## config.mk

```make
export PLATFORM = sky130hd
export DESIGN_NAME = keygen_mult_scheduler
export DESIGN_NICKNAME = d
export VERILOG_FILES = /design/src/rtl/keygen_mult_scheduler.sv
export SDC_FILE = /design/constraint.sdc
export NUM_CORES = 2
export LEC_CHECK = 0
export BUFFER_PORTS_ARGS = -buffer_cell sky130_fd_sc_hd__buf_2
export CORE_AREA = 4 4 642 644
export CTS_BUF_LIST = sky130_fd_sc_hd__clkbuf_16
export CTS_CLUSTER_DIAMETER = 100
export CTS_CLUSTER_SIZE = 28
export DETAILED_ROUTE_END_ITERATION = 10
export DIE_AREA = 0 0 646 648
export GPL_ROUTABILITY_DRIVEN = 1
export HOLD_SLACK_MARGIN = 0.12
export MAX_ROUTING_LAYER = met4
export PLACE_DENSITY = 0.47
export SETUP_SLACK_MARGIN = 0.3
export SYNTH_ARGS = -nofsm -noshare
export SYNTH_HDL_FRONTEND = slang
export SYNTH_SLANG_ARGS = --single-unit
export TNS_END_PERCENT = 30
```

## constraint.sdc

```tcl
create_clock -name clk -period 74.3 [get_ports clk]
set_input_delay 11.145 -clock clk [delete_from_list [all_inputs] [get_ports clk]]
set_output_delay 11.145 -clock clk [all_outputs]
set_load 0.01 [all_outputs]
```

## src/rtl/keygen_mult_scheduler.sv

```systemverilog
// Baby-Kyber keygen sequencer: shares one external polynomial multiplier
// across the four A_k*s products, then reduces each row mod Q and adds e.
module keygen_mult_scheduler #(
  parameter int N       = 4,
  parameter int Q       = 17,
  parameter int W       = 32,
  parameter int TIMEOUT = 64
) (
  input  logic                 clk,
  input  logic                 rst_n,
  input  logic                 start,
  input  logic [4*N*W-1:0]     a_flat,
  input  logic [2*N*W-1:0]     s_flat,
  input  logic [2*N*W-1:0]     e_flat,
  output logic                 mul_start,
  output logic [N*W-1:0]       mul_a,
  output logic [N*W-1:0]       mul_b,
  input  logic                 mul_done,
  input  logic [N*W-1:0]       mul_out,
  output logic                 busy,
  output logic                 done,
  output logic                 err,
  output logic [2*N*W-1:0]     t_flat
);

  localparam int AW = W + 2;
  localparam int CW = $clog2(TIMEOUT + 1);
  localparam logic signed [AW-1:0] QS = AW'(Q);

  localparam logic [2:0] S_IDLE   = 3'd0;
  localparam logic [2:0] S_ISSUE  = 3'd1;
  localparam logic [2:0] S_WAIT   = 3'd2;
  localparam logic [2:0] S_REDUCE = 3'd3;
  localparam logic [2:0] S_DONE   = 3'd4;
  localparam logic [2:0] S_ERROR  = 3'd5;

  logic [2:0]         state_q, state_d;
  logic [1:0]         job_q, job_d;
  logic [CW-1:0]      cnt_q, cnt_d;
  logic [4*N*W-1:0]   a_q, a_d;
  logic [2*N*W-1:0]   s_q, s_d;
  logic [2*N*W-1:0]   e_q, e_d;
  logic [2*N*W-1:0]   t_q, t_d;
  logic signed [AW-1:0] acc_q [2][N];
  logic signed [AW-1:0] acc_d [2][N];
  logic               row;

  // Reduced residue lies in [0,Q-1]; e is added unreduced.
  function automatic logic [W-1:0] red(
    input logic signed [AW-1:0] v,
    input logic [W-1:0]         e
  );
    logic signed [AW-1:0] r;
    r = v % QS;
    r = (r + QS) % QS;
    return r[W-1:0] + e;
  endfunction

  assign row = job_q[1];

  always_comb begin
    state_d = state_q;
    job_d   = job_q;
    cnt_d   = cnt_q;
    a_d     = a_q;
    s_d     = s_q;
    e_d     = e_q;
    t_d     = t_q;
    acc_d   = acc_q;
    unique case (state_q)
      S_IDLE, S_ERROR: begin
        if (start) begin
          a_d   = a_flat;
          s_d   = s_flat;
          e_d   = e_flat;
          job_d = '0;
          for (int r = 0; r < 2; r++) begin
            for (int i = 0; i < N; i++) begin
              acc_d[r][i] = '0;
            end
          end
          state_d = S_ISSUE;
        end
      end
      S_ISSUE: begin
        cnt_d   = '0;
        state_d = S_WAIT;
      end
      S_WAIT: begin
        if (mul_done) begin
          for (int i = 0; i < N; i++) begin
            acc_d[row][i] = acc_q[row][i]
              + AW'($signed(mul_out[i*W +: W]));
          end
          if (job_q[0]) begin
            state_d = S_REDUCE;
          end else begin
            job_d   = job_q + 2'd1;
            state_d = S_ISSUE;
          end
        end else begin
          cnt_d = cnt_q + CW'(1);
          if (cnt_q == CW'(TIMEOUT - 1)) begin
            state_d = S_ERROR;
          end
        end
      end
      S_REDUCE: begin
        for (int i = 0; i < N; i++) begin
          t_d[(int'(row)*N + i)*W +: W] = red(acc_q[row][i],
            e_q[(int'(row)*N + i)*W +: W]);
        end
        if (!row) begin
          job_d   = job_q + 2'd1;
          state_d = S_ISSUE;
        end else begin
          state_d = S_DONE;
        end
      end
      S_DONE: state_d = S_IDLE;
      default: state_d = S_IDLE;
    endcase
  end

  always_ff @(posedge clk or negedge rst_n) begin
    if (!rst_n) begin
      state_q <= S_IDLE;
      job_q   <= '0;
      cnt_q   <= '0;
      a_q     <= '0;
      s_q     <= '0;
      e_q     <= '0;
      t_q     <= '0;
      for (int r = 0; r < 2; r++) begin
        for (int i = 0; i < N; i++) begin
          acc_q[r][i] <= '0;
        end
      end
    end else begin
      state_q <= state_d;
      job_q   <= job_d;
      cnt_q   <= cnt_d;
      a_q     <= a_d;
      s_q     <= s_d;
      e_q     <= e_d;
      t_q     <= t_d;
      acc_q   <= acc_d;
    end
  end

  // Operands track the captured data and job, so they hold through WAIT.
  assign mul_a     = a_q[int'(job_q)*N*W +: N*W];
  assign mul_b     = s_q[int'(job_q[0])*N*W +: N*W];
  assign mul_start = (state_q == S_ISSUE);
  assign busy      = (state_q == S_ISSUE) || (state_q == S_WAIT)
                  || (state_q == S_REDUCE);
  assign done      = (state_q == S_DONE);
  assign err       = (state_q == S_ERROR);
  assign t_flat    = t_q;

endmodule

```

Word level (Yosys, flattened, before mapping)
Cells that the tools add are included.
Widths: inputs -> output; s select.
{"block": "totals", "ff_bits": 1564, "latchBits": 0, "ramBits": 0, "mem_bits_ro": 0, "inputBits": 1156, "output_inout_bits": 516, "memories": 0}
{"block": "classes", "add_sub_neg": 21, "n_mul": 0, "div_mod_pow": 8, "order_cmp": 2, "eq_ne": 12, "n_shift": 14, "n_mux": 35, "bitwise": 1, "n_reduce_logical": 14}
{"cell": "$bwmux 272", "n": 4}
{"cell": "$bwmux 256", "n": 4}
{"cell": "$shift 32x33->256 const A", "n": 4}
{"cell": "$shiftx 32x33->256", "n": 4}
{"cell": "$shiftx 256x32->32", "n": 3}
{"cell": "$demux 136 s1", "n": 4}
{"cell": "$mux 136", "n": 4}
{"cell": "$mux 272", "n": 2}
{"cell": "$pmux 272 s2", "n": 1}
{"cell": "$shiftx 512x10->128", "n": 1}
{"cell": "$mod 34x6->34 const B", "n": 8}
{"cell": "$shiftx 256x9->128", "n": 1}
{"cell": "$shiftx 256x9->32", "n": 1}
{"cell": "$add 34x32->34", "n": 4}
{"cell": "$add 34x6->34 const B", "n": 4}
{"cell": "$add 32x32->32", "n": 4}
{"cell": "$mux 102", "n": 1}
{"cell": "$neg 9->33", "n": 3}
{"cell": "$mux 68", "n": 1}
{"cell": "$mux 34", "n": 1}
{"cell": "$neg 8->33", "n": 1}
{"cell": "$pmux 7 s2", "n": 1}
{"cell": "$mux 3", "n": 4}
{"cell": "$pmux 3 s4", "n": 1}
{"cell": "25 further kinds", "n": 41}

Longest topological paths before layout
{"block": "depth", "depth_word": 13, "mapped_depth": 188, "mapped_depth_nobuf": 153}

Worst setup path before layout
No wires, ideal clock.
{"block": "synth_timing", "path_kind": "flip-flop to flip-flop", "start": "register job_q[1]", "end": "register t_q[255] (netlist: t_flat[255])", "setup_ps": 133, "t_arrival_ps": 37958, "slack_ps": 36209, "stages_incl_launch_ff": 176, "n_path_buf": 28, "period_less_slack_ps": 38091, "cell_sequence": "dfrtp_1 > buf_6 > buf_8 > buf_8 > buf_8 > buf_8 > buf_4 > buf_6 > buf_2 > buf_2 > buf_1 > buf_1 > buf_1 > clkbuf_1 > clkbuf_1 > buf_1 > buf_1 > clkbuf_1 > (+140 left out) > o21ai_0 > a21boi_0 > o21a_1 > nor2_1 > nor2_1 > o21a_1 > nor2_1 > nor2_1 > o21a_1 > o21a_1 > o21ai_0 > nand2b_1 > a21oi_1 > xnor2_1 > xnor2_1 > xnor2_1 > xnor2_1 > o21ai_1"}
{"block": "synth_between", "elab_chain_cells": 13, "word_cells_on_any_way": 43, "classes_between": "add/sub: 15; div: 8; shift: 12; mux: 7; bitwise: 1"}
{"element": "start: declaration", "line": "38", "rtl": "logic [1:0] job_q, job_d;"}
{"element": "start signal: assignment", "line": "141", "rtl": "job_q <= job_d;"}
{"element": "$not 1->2 (implied by the code)", "line": "110", "rtl": "t_d[(int'(row)*N + i)*W +: W] = red(acc_q[row][i],"}
{"element": "$mux 136 (implied by the code) (3 in series)", "line": "110"}
{"element": "$mod 34x6->34", "line": "54", "rtl": "r = v % QS;"}
{"element": "$add 34x6->34", "line": "55", "rtl": "r = (r + QS) % QS;"}
{"element": "$mod 34x6->34", "line": "55"}
{"element": "$add 32x32->32", "line": "56", "rtl": "return r[W-1:0] + e;"}
{"element": "$shiftx 32x33->256", "line": "110"}
{"element": "$bwmux 256 (3 in series)", "line": "110"}
{"element": "$bwmux 256 *", "line": "110"}
{"element": "end signal: assignment", "line": "146", "rtl": "t_q <= t_d;"}
{"element": "end: declaration", "line": "43", "rtl": "logic [2*N*W-1:0] t_q, t_d;"}
Every way passes the cells marked *; elsewhere a longest branch is shown, timed or not. The select of a mux whose other input is x is not followed.
A chain may end at the register's enable or synchronous reset.

Final worst setup path
{"block": "layout_timing", "start": "register job_q[1]", "end": "register t_q[127] (netlist: t_flat[127])"}
The elaborated chain is that of the path after synthesis.

==> out/metrics.csv <==
metric;value;unit
cp_data_arrival_time;42410;ps
syn_area;114000;µm²
portBuffers;1671;
antenna_found_initial;229;
num_rows;234;
dieArea;419000;µm²
via_per_inst;5.24;
cts_tree;built;
cts_max_level;3;
fmax;0.0240;GHz
status;finished, final reports clean;
drv_slew;0;
drt-wirelength-per-cell;25.8;µm
maxSlewHeadroom;0.180;
io_pins;1672;
fin_nets;16724;
critPathMaxStageDelay;820;ps
drive_above_1_share;0.182;
finalHoldViolCount;0;
fillers;43594;
clock_path_buffers;4;
cpMostUsedCell;xnor2_1;
r2r-start;job_q[1];
cts-resized-gates;0;
syn-num-nets;15429;
top_layer;met4;
grt_max_degree;202;
initial_core_util;0.282;
timing.setup.tns;0;ps
final_area;132000;µm²
overflow;0;
ys.flop_type;dfrtp_1;
yosys_warnings;0;
tightestPinTransition;1220;ps
min_path_type;flop to flop;
crit_end;t_flat[127];
clkTransAtPathRegs;100;ps
track_usage;0.253;
reg2reg_slack;32670;ps
route.detailed.drc;0;
die_w;646;µm
synth_seq_area_share;0.342;
min_period;41630;ps
layout.area.seq;39100;µm²
synthToLayoutAreaGrowth;15.7;%
synth_top_area_cell;dfrtp_1;
fin_crit_sh;0.560;
wl_met2;241;mm
yosys_register_bits;1564;
critPathSlowestCell;dfrtp_4;
netlist.area_leader.share;0.342;
post_dp_cell_area;128000;µm²
drtPass1Iterations;6;
clkSinkCount;1564;
drt_wl_total;541;mm
synth.area.top_cells;dfrtp_1, nand2_1, xnor2_1;
wl_met1;225;mm
worst-setup-path-type;flop to flop;
gp_congestion;0.947;
multiInputGateArea;71200;µm²
cp.required;75090;ps
root_buffer;clkbuf_16;
chipHeight;648;µm
async_flop_share;1.00;
holdBufCountCts;0;
reg2reg_to;t_flat[127];
clock_latency;940;ps
fin_skew;97.6;ps
synth.distinct_cells;176;
fp.coreArea;406000;µm²
grt_pass1_wl;760;mm
synth.avg_cell_area;8.22;µm²
rsz0062_at_grt;false;
cp_max_fo;46;
synth-edff-count;0;
worstRegToRegCells;152;
setup_viol_count_final;0;
hpwlAfterDp;439;mm
worst_hold_slack;475;ps
drtAntennaViolNets;0;
startpoint;job_q[1];
start_kind;flop;
cts_setup_buffers;0;
end_kind;flop;
setup_slack;32670;ps
post-place-ws;33150;ps
met3_length;40.5;mm
first_global_vias;104022;
drv_cap;0;
cts_buffers;106;
syn_inst;13924;
drt-initial-drc-count;9442;
vias;109832;
sequential cells by signal, summed over array words and instances (netlist names):
name     flops
s_q        256
a_q        512
e_q        256
t_flat     256
acc_q      272
job_q        2
state_q      3
cnt_q        7
layer usage:
metal | vias to the layer above | track usage
met2 | 3334 | 0.385
li1 | 52394 | -
met5 | - | -
met3 | 678 | 0.0607
met4 | 0 | 0.130
met1 | 53426 | 0.311
synth_stat cells, types with 147 or more instances:
cell type     n
a21o_1      171
a21oi_1     564
a31oi_1     147
clkbuf_1    464
dfrtp_1    1564
ha_1        341
inv_1       383
mux2_2      328
mux2i_1     218
nand2_1    3906
nand3_1     506
nor2_1      570
nor3_1      247
o21ai_0     853
o21bai_1    147
xnor2_1     648
final cells by class:
class	count	area share
Clock inverter	70	0.00810
Antenna cell	233	0.00440
Clock buffer	106	0.0200
Tap cell	5428	0.0513
Multi-Input combinational cell	11365	0.538
Sequential cell	1564	0.296
Timing Repair Buffer	1789	0.0712
Inverter	393	0.0111
critical path, delay by kind of cell, from the launching register on:
family,cells,cell delay (ps)
AO/OA/AOI/OAI,72,19730
XOR/XNOR,11,3420
adder cells (fa/ha/maj),9,2760
buffers and inverters,8,1950
flip-flops,1,820
multiplexers,2,630
AND/OR/NAND/NOR,50,12140
metrics by stage:
| stage | instances | utilization |
|---|---|---|
| 2_1_floorplan | 13924 | - |
| 3_3_place_gp | 20539 | 0.316 |
| 3_5_place_dp | 20539 | 0.316 |
| 4_1_cts | 20715 | 0.325 |
| 5_1_grt | 20918 | 0.326 |
| 6_report | 20948 | 0.326 |
cells in the final DEF (no fill, tap or decap), types with 96 or more instances in the layout:
cell type	n
buf_4	105
o21bai_1	147
o21ai_0	852
and3_1	96
nor3_1	247
ha_1	341
xor2_1	131
nand2_1	3905
nor2_1	569
a21o_1	171
mux4_2	128
and2_1	119
nand3_1	503
mux2i_1	215
inv_1	385
diode_2	233
clkbuf_16	106
mux2_2	328
a31oi_1	147
a211oi_1	118
buf_2	1670
xnor2_1	645
o211ai_1	136
a21oi_1	563
dfrtp_1	1562
worst min path at each step:
stage | cells past startpoint | end | slack (ps) | start
after global routing | 2 | s_q[173] | 490 | s_q[173]
after CTS | 2 | e_q[6] | 480 | e_q[6]
after global placement | 2 | s_q[247] | 450 | s_q[247]
after detailed placement | 2 | e_q[235] | 460 | e_q[235]
final | 2 | e_q[6] | 470 | e_q[6]
after floorplan | 2 | e_q[128] | 440 | e_q[128]
kinds of logic (layout without fill, tap and decap cells):
family | Yosys count | count (layout) | synth area share
and+or+nand+nor | 6184 | 6184 | 0.239
other | 0 | 233 | 0
DFF | 1564 | 1564 | 0.342
muxes | 689 | 689 | 0.0786
buffers and inverters | 995 | 2358 | 0.0366
xor gates and xnor gates | 792 | 792 | 0.0618
AOI/OAI and AO/OA | 3345 | 3345 | 0.202
adders and majority gates | 355 | 355 | 0.0392
Power is left out: the tool's default activity adds up to more than one toggle a clock period on the data nets, which glitch-free logic cannot reach.
